<file path="config.mk">
export PLATFORM = sky130hd
export DESIGN_NAME = regfile_wb_arbiter
export DESIGN_NICKNAME = d
export VERILOG_FILES = /design/src/rtl/rv32_pkg.sv /design/src/rtl/wb_scoreboard.sv /design/src/rtl/regfile_wb_arbiter.sv
export SDC_FILE = /design/constraint.sdc
export NUM_CORES = 1
export LEC_CHECK = 0
export CAP_MARGIN = 20
export CELL_PAD_IN_SITES_DETAIL_PLACEMENT = 1
export CELL_PAD_IN_SITES_GLOBAL_PLACEMENT = 1
export CORE_MARGIN = 3
export CORE_UTILIZATION = 31
export DETAILED_ROUTE_END_ITERATION = 6
export PLACE_DENSITY = 0.77
export SYNTH_ARGS = -nofsm -noshare
export SYNTH_HDL_FRONTEND = slang
export SYNTH_HIERARCHICAL = 1
export SYNTH_SLANG_ARGS = --single-unit
</file>
<file path="constraint.sdc">
create_clock -name CLK -period 2.1 [get_ports CLK]
set_input_delay 0.63 -clock CLK [delete_from_list [all_inputs] [get_ports CLK]]
set_output_delay 0.63 -clock CLK [all_outputs]
set_load 0.02 [all_outputs]
</file>
<file path="src/rtl/rv32_pkg.sv">
// Shared constants and FSM encodings for the RV32IM register-file writeback path.
package rv32_pkg;

  localparam int XLEN   = 32;
  localparam int AW     = 5;
  localparam int REG_X0 = 0;

  typedef enum logic {
    ST_NORMAL  = 1'b0,
    ST_FORCE_B = 1'b1
  } arb_state_e;

endpackage

</file>
<file path="src/rtl/wb_scoreboard.sv">
// Pending-write scoreboard: one bit per architectural register, set when a
// MUL/DIV op is issued and cleared when its result is accepted for writeback.
module wb_scoreboard
  import rv32_pkg::*;
#(
  parameter int AW = rv32_pkg::AW
) (
  input  logic          clk,
  input  logic          rst_n,
  input  logic          set_en,
  input  logic [AW-1:0] set_addr,
  input  logic          clr_en,
  input  logic [AW-1:0] clr_addr,
  input  logic [AW-1:0] rs1_addr,
  input  logic [AW-1:0] rs2_addr,
  input  logic [AW-1:0] rd_addr,
  output logic          rs1_busy,
  output logic          rs2_busy,
  output logic          rd_busy
);

  localparam int NREG = 1 << AW;

  logic [NREG-1:0] pending;
  logic [NREG-1:0] pending_next;

  // Next pending vector: clear first so a same-cycle set of the same index wins.
  always_comb begin
    // NOTE: every variable written here gets a default first, otherwise a
    // path that skips the assignment infers a latch.
    pending_next = pending;
    if (clr_en) pending_next[clr_addr] = 1'b0;
    if (set_en) pending_next[set_addr] = 1'b1;
    pending_next[REG_X0] = 1'b0;
  end

  // Pending register; x0 can never be pending.
  always_ff @(posedge clk or negedge rst_n) begin
    // NOTE: this vector is flops, not RAM, so it is reset: a hazard bit that
    // survived reset would stall ID on a write that will never arrive.
    if (!rst_n) begin
      pending <= '0;
    end else begin
      pending <= pending_next;
    end
  end

  // Read ports show registered state only; an issue this cycle is visible next cycle.
  assign rs1_busy = pending[rs1_addr];
  assign rs2_busy = pending[rs2_addr];
  assign rd_busy  = pending[rd_addr];

endmodule

</file>
<file path="src/rtl/regfile_wb_arbiter.sv">
// Register-file write-port owner: arbitrates pipeline writeback (A, never
// stalls) against the MUL/DIV unit (B, valid/ready), forcing a one-cycle
// pipeline bubble when B has been denied too long.
module regfile_wb_arbiter
  import rv32_pkg::*;
#(
  parameter int XLEN         = rv32_pkg::XLEN,
  parameter int AW           = rv32_pkg::AW,
  parameter int STARVE_LIMIT = 4
) (
  input  logic            CLK,
  input  logic            RESET,
  input  logic            A_VALID,
  input  logic [AW-1:0]   A_ADDR,
  input  logic [XLEN-1:0] A_DATA,
  input  logic            B_VALID,
  input  logic [AW-1:0]   B_ADDR,
  input  logic [XLEN-1:0] B_DATA,
  output logic            B_READY,
  input  logic            ISSUE_VALID,
  input  logic [AW-1:0]   ISSUE_RD,
  input  logic [AW-1:0]   RS1_ADDR,
  input  logic [AW-1:0]   RS2_ADDR,
  output logic            RS1_BUSY,
  output logic            RS2_BUSY,
  output logic            RD_BUSY,
  output logic            STALL_PIPE,
  output logic            WB_WRITE,
  output logic [AW-1:0]   WB_ADDR,
  output logic [XLEN-1:0] WB_DATA,
  output logic            PROTO_ERR
);

  localparam int            CW       = $clog2(STARVE_LIMIT) + 1;
  localparam logic [CW-1:0] CNT_LAST = CW'(STARVE_LIMIT - 1);
  localparam logic [AW-1:0] ADDR_X0  = AW'(REG_X0);

  arb_state_e    state;
  logic [CW-1:0] wait_cnt;
  logic          force_b;
  logic          grant_a;
  logic          grant_b;
  logic          b_denied;

  // In FORCE_B the pipeline is bubbled, so B owns the port even if A misbehaves.
  assign force_b  = (state == ST_FORCE_B);
  assign grant_b  = RESET & B_VALID & (force_b | ~A_VALID);
  assign grant_a  = A_VALID & ~force_b;
  assign b_denied = B_VALID & A_VALID & ~force_b;
  assign B_READY  = grant_b;

  wb_scoreboard #(.AW(AW)) u_scoreboard (
    .clk      (CLK),
    .rst_n    (RESET),
    .set_en   (ISSUE_VALID & (ISSUE_RD != ADDR_X0)),
    .set_addr (ISSUE_RD),
    .clr_en   (grant_b),
    .clr_addr (B_ADDR),
    .rs1_addr (RS1_ADDR),
    .rs2_addr (RS2_ADDR),
    .rd_addr  (ISSUE_RD),
    .rs1_busy (RS1_BUSY),
    .rs2_busy (RS2_BUSY),
    .rd_busy  (RD_BUSY)
  );

  // Write-port register: latch the granted request; writes to x0 are dropped.
  always_ff @(posedge CLK or negedge RESET) begin
    // NOTE: state updates use <= so every flop samples pre-edge values,
    // independent of statement order.
    if (!RESET) begin
      WB_WRITE <= 1'b0;
      WB_ADDR  <= '0;
      WB_DATA  <= '0;
    end else if (grant_b) begin
      WB_WRITE <= (B_ADDR != ADDR_X0);
      WB_ADDR  <= B_ADDR;
      WB_DATA  <= B_DATA;
    end else if (grant_a) begin
      WB_WRITE <= (A_ADDR != ADDR_X0);
      WB_ADDR  <= A_ADDR;
      WB_DATA  <= A_DATA;
    end else begin
      WB_WRITE <= 1'b0;
    end
  end

  // Starvation FSM: count consecutive denials of B, then bubble the pipeline for one cycle.
  always_ff @(posedge CLK or negedge RESET) begin
    if (!RESET) begin
      state      <= ST_NORMAL;
      wait_cnt   <= '0;
      STALL_PIPE <= 1'b0;
      PROTO_ERR  <= 1'b0;
    end else begin
      case (state)
        ST_NORMAL: begin
          STALL_PIPE <= 1'b0;
          if (b_denied) begin
            if (wait_cnt == CNT_LAST) begin
              state      <= ST_FORCE_B;
              STALL_PIPE <= 1'b1;
              wait_cnt   <= '0;
            end else begin
              wait_cnt <= wait_cnt + CW'(1);
            end
          end else begin
            wait_cnt <= '0;
          end
        end
        ST_FORCE_B: begin
          // A request arriving during the bubble is lost; flag it permanently.
          STALL_PIPE <= 1'b0;
          wait_cnt   <= '0;
          state      <= ST_NORMAL;
          if (A_VALID) PROTO_ERR <= 1'b1;
        end
        default: begin
          state      <= ST_NORMAL;
          STALL_PIPE <= 1'b0;
          wait_cnt   <= '0;
        end
      endcase
    end
  end

endmodule

</file>
==> results <==
layer usage:
| layer | up-vias | track usage, % |
|---|---|---|
| met1 | 1966 | 24.6 |
| met2 | 158 | 36.1 |
| met5 | - | 0 |
| met3 | 21 | 8.17 |
| met4 | 0 | 6.58 |
| li1 | 1872 | - |
flip-flops by register name, summed over array words and instances, names as in the netlist:
| signal | count |
|---|---|
| u_scoreboard/pending | 31 |
| PROTO_ERR | 1 |
| force_b | 1 |
| wait_cnt | 3 |
| WB_ADDR | 5 |
| WB_DATA | 32 |
| WB_WRITE | 1 |
final timing paths:
| kind | end | slack [ps] | startpoint |
|---|---|---|---|
| setup / recovery | RD_BUSY | -370 | u_scoreboard/pending[5]$_DFF_PN0_ |
| hold / removal | wait_cnt[0]$_DFF_PN0_ | 440 | wait_cnt[0]$_DFF_PN0_ |
| setup reg to reg | u_scoreboard/pending[28]$_DFF_PN0_ | 450 | force_b$_DFF_PN0_ |
| hold reg to reg | wait_cnt[0]$_DFF_PN0_ | 440 | wait_cnt[0]$_DFF_PN0_ |
| max in group asynchronous | u_scoreboard/pending[16]$_DFF_PN0_ | 880 | RESET |
| min in group asynchronous | WB_DATA[10]$_DFFE_PN0P_ | 560 | RESET |
stage by stage:
| stage | power (mW) | hold slack (ps) | setup WS [ps] | instance area [um2] | setup TNS, ps |
|---|---|---|---|---|---|
| after global routing | 4.87 | 471 | -425 | 6420 | -1240 |
| final | 4.62 | 440 | -374 | 6420 | -1050 |
| after detailed placement | 3.19 | 440 | -1280 | 5980 | -28360 |
| after CTS | 4.65 | 448 | -376 | 6410 | -1020 |
| after global placement | 3.13 | 421 | -1230 | 5980 | -25140 |
| after floorplan | 2.49 | 334 | -200 | 4210 | -602 |
cell type report:
cell class                      count  area, um2  share of cell area [%]
Clock buffer                       14        254                    3.96
Inverter                            4       15.0                   0.234
Multi-Input combinational cell    316       2260                    35.2
Tap cell                          172        215                    3.35
Sequential cell                    74       1860                    28.9
Timing Repair Buffer              184       1820                    28.3
power by group:
group | internal [mW] | leakage (nW) | total, mW | switching (mW)
Combinational | 0.729 | 1.82 | 1.34 | 0.608
Sequential | 1.65 | 0.885 | 1.94 | 0.284
Clock | 0.820 | 0.123 | 1.35 | 0.529
Yosys cell counts, types with 7 or more instances:
library cell / n
o21ai_0: 91
dfrtp_1: 74
mux2i_1: 64
nand2_1: 45
nand3_1: 17
nor2_1: 15
nand3b_1: 10
a21oi_1: 9
o21ai_1: 9
buf_2: 7
nand2b_1: 7
nor2b_1: 7
timing repair:
action,in CTS,in global routing
pin swaps,12,7
gates cloned,3,0
resized for setup,81,15
buffers inserted,2,0
setup endpoints to repair,35,12
logic make-up (layout without fill, tap and decap cells):
group | count (synthesis) | count (layout)
AOI/OAI and AO/OA | 127 | 127
adders and majority gates | 1 | 1
buffers and inverters | 26 | 202
DFF | 74 | 74
muxes | 73 | 73
and+or+nand+nor | 115 | 115
==> metrics.md <==
| Metric | Value |
|---|---|
| Fin crit share | 118% |
| Simple-gate share of the synthesized area | between 10% and 20% |
| CTS Hold Bufs | 0 |
| Metal2 WL | 7370 um |
| Worst-margin pin slew | ~950 ps |
| Slew margin rel. | 36.9% |
| Met1 WL | 5990 um |
| IO Pins | about 140 |
| Finished Core Util | between 40% and 50% |
| Routability Congestion | 0.863 |
| CP max FO | 4 |
| FF-to-FF path depth | 6 |
| CP Data Required Time | between 1000 and 1500 ps |
| Starting Density | between 30% and 40% |
| Syn Inst Count | roughly 420 |
| Pins Over Slew Limit | 0 |
| Clk buf depth | 2 |
| Vias per cell | between 5 and 6 |
| First-pass GRT wire length | 24300 um |
| Critical Path AT | 1840 ps |
| Yosys warns | 6 |
| RSZ-0062 raised after global routing | yes |
| Synth top area cells | dfrtp_1 (45%), mux2i_1 (15%), o21ai_0 (11%) |
| CTS clk-pin slew, worst paths | ~50 ps |
| Achievable frequency | about 400 MHz |
| Setup-failing EPs final | 3 |
| Cell Rows | 41 |
| Synth Net Count | between 500 and 600 |
| Critical path class | flip-flop to primary output |
| Gr ovfl total | 0 |
| Post-synth EDFFs | 0 |
| Crit start category | flip-flop |
| Die area | between 10000 and 15000 um2 |
| Post-synthesis mux area share | 20.6% |
| Xor/xnor cell area share of the yosys netlist | 0% |
| Final WS setup | -374 ps |
| Post-Synth Adder-Cell Area | 0.301% |
| H-tree Lvls | 3 |
| Setup skew after layout | slightly below 5 ps |
| Hold depth | 1 |
| Clk_lat worst skew | ~330 ps |
| I/O Buffers | roughly 140 |
| Vias | around 4k |
| Antenna cells | 0 |
| Tightest Hold Check Type | flip-flop to flip-flop |
| Initial antenna violation count | 0 |
| CP Buf/Inv Count | 1 |
| Synthesized area | about 4200 um2 |
| Synth Flop Type | dfrtp_1 |
| Post-Route WL | between 15000 and 20000 um |
| Layout cells sized above 1 | 18.8% |
| Post-route DRC violation count | 0 |
| Fin nets | around 680 |
| Failing checks | setup timing |
| Uppermost layer routed | met4 |
| Fraction of the mapped netlist area in compound gates | 16.5% |
| Tmin final | around 2500 ps |
| Metal3 WL | 1490 um |
| Die width | roughly 120 um |
| Commonest non-fill, non-tap cell in the layout | clkdlybuf4s50_1 |
| Slowest CP cell | mux4_2 |
| Drt pass-1 iters | 4 |
| Initial drt markers | about 150 |
| Leakage | between 2 and 3 nW |
| Via count of the first global-routing pass | 4521 |
| HPWL Detailed | about 11000 um |
| CTS tree | built |
| Crit-path cells | mux4_2 > nand2b_4 > o211ai_1 > nand4_1 > buf_4 |
| Max IR drop VDD | roughly 370 uV |
| Syn-to-layout area delta | 54.6% |
| Largest family of logic cells by synthesized area | multiplexers |
| Seq/Total Area, Yosys | between 40 and 50% |
| Largest net degree at the start of global routing | a little under 80 |
| Most frequent cells in the layout | clkdlybuf4s50_1 (115), o21ai_0 (85), dfrtp_1 (69) |
| WL/cell | about 20 um |
| Post-route ant nets | 0 |
| Post-synth top area share | between 40% and 50% |
| CP Capture Type | primary output |
| Total global routing track utilization | approximately a fifth |
| Yosys reg bits | between 70 and 80 |
| Root buffer cell | clkbuf_16 |
| Status | complete, but fails checks |
| CTS sink count | 74 |
| Filler cell count | about 1.4k |
| Critical path depth | 5 |
| Max cap viols | 0 |
| Final Hold Viols | 0 |
| Fin cells | 764 |
| DP Cell Count | 745 |
| Power per cell area | roughly 720 nW/um2 |
| Die height | approximately 120 um |
| Core area | about 13000 um2 |
| CTS buffer count | 9 |
| Synth area leader | dfrtp_1 |
| CP max stage delay | about 480 ps |
| Crit path max-delay family | multiplexers |
| Cell variety after synth | 33 |
| Async S/R FF share, synth | 100% |
| Avg Inst Size Synth | roughly 10 um2 |
No activity file was read; power rests on OpenSTA's default activity.
